$ cat config.mk
export PLATFORM = sky130hd
export DESIGN_NAME = branch_predictor_btb
export DESIGN_NICKNAME = d
export VERILOG_FILES = /design/src/rtl/branch_predictor_btb_pkg.sv /design/src/rtl/branch_predictor_btb_sat_counter2.sv /design/src/rtl/branch_predictor_btb.sv
export SDC_FILE = /design/constraint.sdc
export NUM_CORES = 1
export LEC_CHECK = 0
export CELL_PAD_IN_SITES_DETAIL_PLACEMENT = 1
export CELL_PAD_IN_SITES_GLOBAL_PLACEMENT = 2
export CORE_ASPECT_RATIO = 1.4
export CORE_MARGIN = 2
export CORE_UTILIZATION = 40
export CTS_CLUSTER_DIAMETER = 30
export CTS_CLUSTER_SIZE = 28
export DETAILED_ROUTE_END_ITERATION = 8
export HOLD_SLACK_MARGIN = 0.02
export MAX_ROUTING_LAYER = met4
export PLACE_DENSITY_LB_ADDON = 0.25
export SKIP_LAST_GASP = 1
export SLEW_MARGIN = 20
export SYNTH_ARGS = -nofsm -noshare
export SYNTH_HDL_FRONTEND = slang
export SYNTH_HIERARCHICAL = 1
export SYNTH_SLANG_ARGS = --single-unit
$ cat constraint.sdc
create_clock -name clk -period 20.4 [get_ports clk]
set_input_delay 2.04 -clock clk [delete_from_list [all_inputs] [get_ports clk]]
set_output_delay 2.04 -clock clk [all_outputs]
set_load 0.02 [all_outputs]
$ cat src/rtl/branch_predictor_btb_pkg.sv
`default_nettype none
// ============================================================================
// Module      : branch_predictor_btb_pkg
// Description : Shared types, direction-counter encodings and PC helper for
//               the branch target buffer / direction predictor.
//               Contents:
//                 lc3b_bp_counter  2-bit saturating direction counter type
//                 bp_*             counter state encodings
//                 plus2()          sequential next-PC (pc + 2)
// Revision    : 1.0 - initial release
// ============================================================================
package branch_predictor_btb_pkg;

   typedef logic [1:0] lc3b_bp_counter;

   localparam lc3b_bp_counter bp_strong_nt = 2'b00;
   localparam lc3b_bp_counter bp_weak_nt   = 2'b01;
   localparam lc3b_bp_counter bp_weak_t    = 2'b10;
   localparam lc3b_bp_counter bp_strong_t  = 2'b11;

   // Fall-through PC of a 16-bit instruction; used at both fetch and resolve.
   function automatic logic [15:0] plus2(input logic [15:0] pc);
      return pc + 16'd2;
   endfunction

endpackage
`default_nettype wire

$ cat src/rtl/branch_predictor_btb_sat_counter2.sv
`default_nettype none
// ============================================================================
// Module      : sat_counter2
// Description : Combinational next-value of a 2-bit saturating up/down
//               counter. Counts up when inc=1, down otherwise, and holds at
//               the 00 / 11 end points.
//               Ports:
//                 ctr   in  2  current counter value
//                 inc   in  1  1: increment, 0: decrement
//                 next  out 2  saturated next value
// Revision    : 1.0 - initial release
// ============================================================================
module sat_counter2
   import branch_predictor_btb_pkg::*;
(
   input  logic [1:0] ctr,
   input  logic       inc,
   output logic [1:0] next
);

   always_comb begin
      next = ctr;
      if (inc) begin
         if (ctr != bp_strong_t)
            next = ctr + 2'd1;
      end else begin
         if (ctr != bp_strong_nt)
            next = ctr - 2'd1;
      end
   end

endmodule
`default_nettype wire

$ cat src/rtl/branch_predictor_btb.sv
`default_nettype none
// ============================================================================
// Module      : branch_predictor_btb
// Description : Branch target buffer with 2-bit direction counters and an
//               optional gshare index hash. Looked up combinationally at IF,
//               trained at the resolve point, which also receives the
//               mispredict flag and the corrected next PC.
//               Ports:
//                 clk, reset                   clock, async active-high reset
//                 fetch_valid/fetch_pc         IF lookup request
//                 predict_taken/target/history lookup result + history snapshot
//                 resolve_*                    retiring-instruction outcome
//                 mispredict, redirect_pc      resolve-time correction
//                 branch_count, mispredict_count saturating perf counters
// Revision    : 1.0 - initial release
// ============================================================================
module branch_predictor_btb
   import branch_predictor_btb_pkg::*;
#(
   parameter int ENTRIES      = 16,
   parameter int HISTORY_BITS = 4,
   parameter int GSHARE       = 1,
   parameter int COUNT_WIDTH  = 16
)(
   input  logic                    clk,
   input  logic                    reset,
   input  logic                    fetch_valid,
   input  logic [15:0]             fetch_pc,
   output logic                    predict_taken,
   output logic [15:0]             predict_target,
   output logic [HISTORY_BITS-1:0] predict_history,
   input  logic                    resolve_valid,
   input  logic                    resolve_is_branch,
   input  logic                    resolve_conditional,
   input  logic                    resolve_taken,
   input  logic [15:0]             resolve_pc,
   input  logic [15:0]             resolve_target,
   input  logic                    resolve_predicted_taken,
   input  logic [15:0]             resolve_predicted_target,
   input  logic [HISTORY_BITS-1:0] resolve_history,
   output logic                    mispredict,
   output logic [15:0]             redirect_pc,
   output logic [COUNT_WIDTH-1:0]  branch_count,
   output logic [COUNT_WIDTH-1:0]  mispredict_count
);

   localparam int IDX  = $clog2(ENTRIES);
   localparam int TAGW = 15 - IDX;

   // Flop-based table, one field array per entry attribute.
   logic [ENTRIES-1:0] entry_valid;
   logic [ENTRIES-1:0] entry_uncond;
   logic [TAGW-1:0]    entry_tag    [ENTRIES];
   logic [15:0]        entry_target [ENTRIES];
   lc3b_bp_counter     entry_ctr    [ENTRIES];

   logic [HISTORY_BITS-1:0] ghr;
   logic [HISTORY_BITS:0]   ghr_shift;

   logic [IDX-1:0] fetch_idx;
   logic           fetch_hit;
   logic [IDX-1:0] res_idx;
   logic           res_hit;
   logic           eff_taken;
   lc3b_bp_counter ctr_next;

   // History is zero-extended into the low index bits before the XOR.
   function automatic logic [IDX-1:0] table_index(
      input logic [IDX-1:0]          base,
      input logic [HISTORY_BITS-1:0] hist
   );
      logic [IDX-1:0] hext;
      hext = '0;
      hext[HISTORY_BITS-1:0] = hist;
      if (GSHARE != 0)
         return base ^ hext;
      else
         return base;
   endfunction

   // ------------------------------------------------------------------ lookup
   assign fetch_idx = table_index(fetch_pc[IDX:1], ghr);
   assign fetch_hit = entry_valid[fetch_idx] &&
                      (entry_tag[fetch_idx] == fetch_pc[15:IDX+1]);

   assign predict_taken   = fetch_valid & fetch_hit &
                            (entry_uncond[fetch_idx] | entry_ctr[fetch_idx][1]);
   assign predict_target  = predict_taken ? entry_target[fetch_idx] : plus2(fetch_pc);
   assign predict_history = ghr;

   // ----------------------------------------------------------------- resolve
   // Training uses the history that was live at fetch, carried down the pipe,
   // so the entry touched is the one that produced the prediction.
   assign res_idx = table_index(resolve_pc[IDX:1], resolve_history);
   assign res_hit = entry_valid[res_idx] &&
                    (entry_tag[res_idx] == resolve_pc[15:IDX+1]);

   // A non-branch never really redirects; if it was predicted taken through
   // aliasing it mispredicts back to its fall-through PC.
   assign eff_taken  = resolve_is_branch & resolve_taken;
   assign mispredict = resolve_valid &
                       ((eff_taken != resolve_predicted_taken) |
                        (eff_taken & (resolve_target != resolve_predicted_target)));
   assign redirect_pc = eff_taken ? resolve_target : plus2(resolve_pc);

   assign ghr_shift = {ghr, resolve_taken};

   sat_counter2 u_sat_counter2 (
      .ctr  (entry_ctr[res_idx]),
      .inc  (resolve_taken),
      .next (ctr_next)
   );

   // ------------------------------------------------------------------ state
   always_ff @(posedge clk or posedge reset) begin
      if (reset) begin
         entry_valid      <= '0;
         entry_uncond     <= '0;
         ghr              <= '0;
         branch_count     <= '0;
         mispredict_count <= '0;
         for (int i = 0; i < ENTRIES; i++) begin
            entry_tag[i]    <= '0;
            entry_target[i] <= '0;
            entry_ctr[i]    <= bp_weak_nt;
         end
      end else begin
         if (resolve_valid && resolve_is_branch) begin
            if (res_hit) begin
               entry_ctr[res_idx] <= ctr_next;
               if (resolve_taken)
                  entry_target[res_idx] <= resolve_target;
            end else if (resolve_taken) begin
               entry_valid[res_idx]  <= 1'b1;
               entry_uncond[res_idx] <= ~resolve_conditional;
               entry_tag[res_idx]    <= resolve_pc[15:IDX+1];
               entry_target[res_idx] <= resolve_target;
               entry_ctr[res_idx]    <= bp_weak_t;
            end

            if (resolve_conditional)
               ghr <= ghr_shift[HISTORY_BITS-1:0];

            if (branch_count != '1)
               branch_count <= branch_count + 1'b1;
         end else if (resolve_valid && res_hit) begin
            // Stale entry left by code that is no longer a branch.
            entry_valid[res_idx] <= 1'b0;
         end

         if (mispredict && (mispredict_count != '1))
            mispredict_count <= mispredict_count + 1'b1;
      end
   end

endmodule
`default_nettype wire

==> flow_metrics.env <==
export IMPL_status="finished, final reports clean"
export IMPL_yosysWarnings=6
export IMPL_ctsHoldBuffers=0
export IMPL_firstDrtPassIters=5
export IMPL_wirelength_microns=102000
export IMPL_start_util_pct=40.3
export IMPL_synthDistinctLibCells=56
export IMPL_final_setup_tns_ps=0
export IMPL_drtIter0Drc=1491
export IMPL_grt_util_all_layers_pct=30.7
export IMPL_h_tree_depth=3
export IMPL_clk_pin_slew_worst_paths_ps=50
export IMPL_setup_violations=0
export IMPL_layout_nets=2760
export IMPL_combPwrFrac_pct=22.4
export IMPL_ys_seq_area_share_pct=48.8
export IMPL_area_growth_pct=24.1
export IMPL_dp_cells=3429
export IMPL_synth_xor_area_share_pct=3.59
export IMPL_finalHoldViolCount=0
export IMPL_synth_top_area_share_pct=47.3
export IMPL_grt_pass1_wl_microns=155000
export IMPL_period_minus_slack_ps=9240
export IMPL_power_internal_mw=2.98
export IMPL_wl_per_cell_microns=28.2
export IMPL_grt_overflow=0
export IMPL_cp_max_fo=81
export IMPL_synth_largest_area_cell="dfrtp_1"
export IMPL_synth_area_sq_um=27300
export IMPL_place_hpwl_microns=67000
export IMPL_root_buffer="clkbuf_16"
export IMPL_async_flop_share_pct=100
export IMPL_fp_dieW_microns=225
export IMPL_swShare_pct=30.3
export IMPL_cts_tree="built"
export IMPL_port_buffers=145
export IMPL_viasPerCell=5.82
export IMPL_hold_class="reg2reg"
export IMPL_post_cts_setup_buffers=0
export IMPL_drive_gt1_share_pct=22.7
export IMPL_core_area_sq_um=67700
export IMPL_cp_data_arrival_time_ps=7200
export IMPL_synth_fa_ha_area_share_pct=0.266
export IMPL_clk_latency_ps=680
export IMPL_layout_commonest_cell="nand2_1"
export IMPL_dieArea_sq_um=70400
export IMPL_whs_ps=465
export IMPL_critPathRequiredTime_ps=18360
export IMPL_ios=146
export IMPL_worst_setup_path_start_kind="input port"
export IMPL_muxShareOfSynthArea_pct=23.9
export IMPL_fp_row_count=113
export IMPL_synth_simple_gate_area_share_pct=16.1
export IMPL_period_share_pct=45.3
export IMPL_synth_top_family_by_area="multiplexers"
export IMPL_p_seq_share_pct=33.6
export IMPL_die_y_microns=313
export IMPL_antenna_left=0
export IMPL_fin_cells=3637
export IMPL_synth_compound_area_share_pct=4.41
export IMPL_maxCapViolations=0
export IMPL_synth_ff_type="dfrtp_1"
export IMPL_vias=21175
export IMPL_endpoint_kind="primary output"
export IMPL_power_switching_mw=1.29
export IMPL_cts_resized=0
export IMPL_grt_setup_unrepaired="no"
export IMPL_ir_worst_vdd_uv=84.6
export IMPL_final_cell_mix="nand2_1 (894), dfrtp_1 (516), mux4_2 (182)"
export IMPL_timing_fmax_ghz=0.108
export IMPL_p_clk_share_pct=44.0
export IMPL_fin_worst_skew_ps=39.1
export IMPL_worst_pin_slew_ps=1110
export IMPL_cts_buffer_depth=3
export IMPL_synth_cells=2523
export IMPL_drc=0
export IMPL_crit_type="in2out"
export IMPL_place_gp_congestion=0.885
export IMPL_power_leakage_nw=15.6
export IMPL_cts_buffers=110
export IMPL_synth_top_cells_by_area="dfrtp_1 (47%), mux4_2 (15%), nand2_1 (12%)"
export IMPL_synth_edf_count=0
export IMPL_max_slew_margin_pct=25.5
export IMPL_syn_avg_cell_area_sq_um=10.8
export IMPL_antenna_found_initial=2
export IMPL_slew_viol_final=0
export IMPL_yosys_register_bits=532
export IMPL_p_per_area_nw_per_um2=126
export IMPL_grt_pass1_vias=23488
export IMPL_cts_sinks=532
export IMPL_grt_max_degree=179
export IMPL_synth_nets=2603
final cells by class:
type,count,area [sq um]
repair buffers,230,2130
fillers,7073,33800
clock inverters,68,848
multi-input cells,1800,13400
clock buffers,138,3090
inverters,6,30.0
well taps,862,1080
flip-flops and latches,532,13300
diodes,1,2.50
cell usage after synthesis, drive strengths merged, types with 20 or more instances:
cell type	n
a21oi	23
a31oi	20
buf	52
clkbuf	133
dfrtp	516
mux2	197
mux2i	21
mux4	182
nand2	894
nand3	23
nand4	29
nor2	116
o211ai	24
o21ai	50
xnor2	63
xor2	48
metal layers:
metal	routed length, microns	part of all wire, %	GRT usage (%)
met1	39400	38	35.8
met4	4360	4.3	12.9
met3	5130	5.0	4.71
met5	0	0	-
met2	53500	52	52.9
power by group through the flow:
stage          Combinational [mW]  Clock, mW  Sequential, mW
2_1_floorplan               0.658          0            1.40
3_3_place_gp                0.933          0            1.43
3_5_place_dp                0.958          0            1.44
4_1_cts                     0.967       1.91            1.43
5_1_grt                      1.03       1.96            1.46
6_report                    0.957       1.88            1.43
registers in the layout (all words and copies together), names as in the netlist, named ones only:
signal	flops
entry_tag	176
entry_uncond	16
predict_history	4
mispredict_count	16
entry_target	256
entry_ctr	32
branch_count	16
critical path, cell delays in order:
cell	delay [ps]
clkdlybuf4s50_1	650
xor2_4	160
buf_4	480
buf_12	560
mux4_2	600
mux4_2	490
xor2_1	190
nor2_1	280
and4b_1	250
buf_4	350
mux2i_1	350
clkdlybuf4s50_1	670
through the flow:
step                power [mW]  cell area (sq um)  util [%]  worst slack, ps
finish                    4.27              33900      50.0            11160
detailed placement        2.40              29900      44.2            11140
global placement          2.36              29900      44.2            11180
CTS                       4.30              33900      50.0            11060
floorplan                 2.06              27300         -             3520
global route              4.45              33900      50.0            10940
logic make-up (layout without fill, tap and decap cells):
family          count (synthesis)  in the layout
fa+ha+maj                       6              6
other cells                     0              1
compound gates                181            181
buf+inv                       191            442
mux                           400            400
flops                         532            532
simple gates                 1102           1102
xor+xnor                      111            111
worst paths after layout:
kind                                 start                end  slack, ps  cells after the start
setup / recovery               fetch_pc[2]  predict_target[1]      11160                     12
hold / removal             entry_target[7]    entry_target[7]        470                      2
setup reg to reg             entry_tag[67]      entry_tag[88]      16290                      9
hold reg to reg            entry_target[7]    entry_target[7]        470                      2
min in group asynchronous            reset       entry_tag[2]       1870                      2
max in group asynchronous            reset   entry_target[49]      16250                      4
Power figures use the tool's default switching activity.
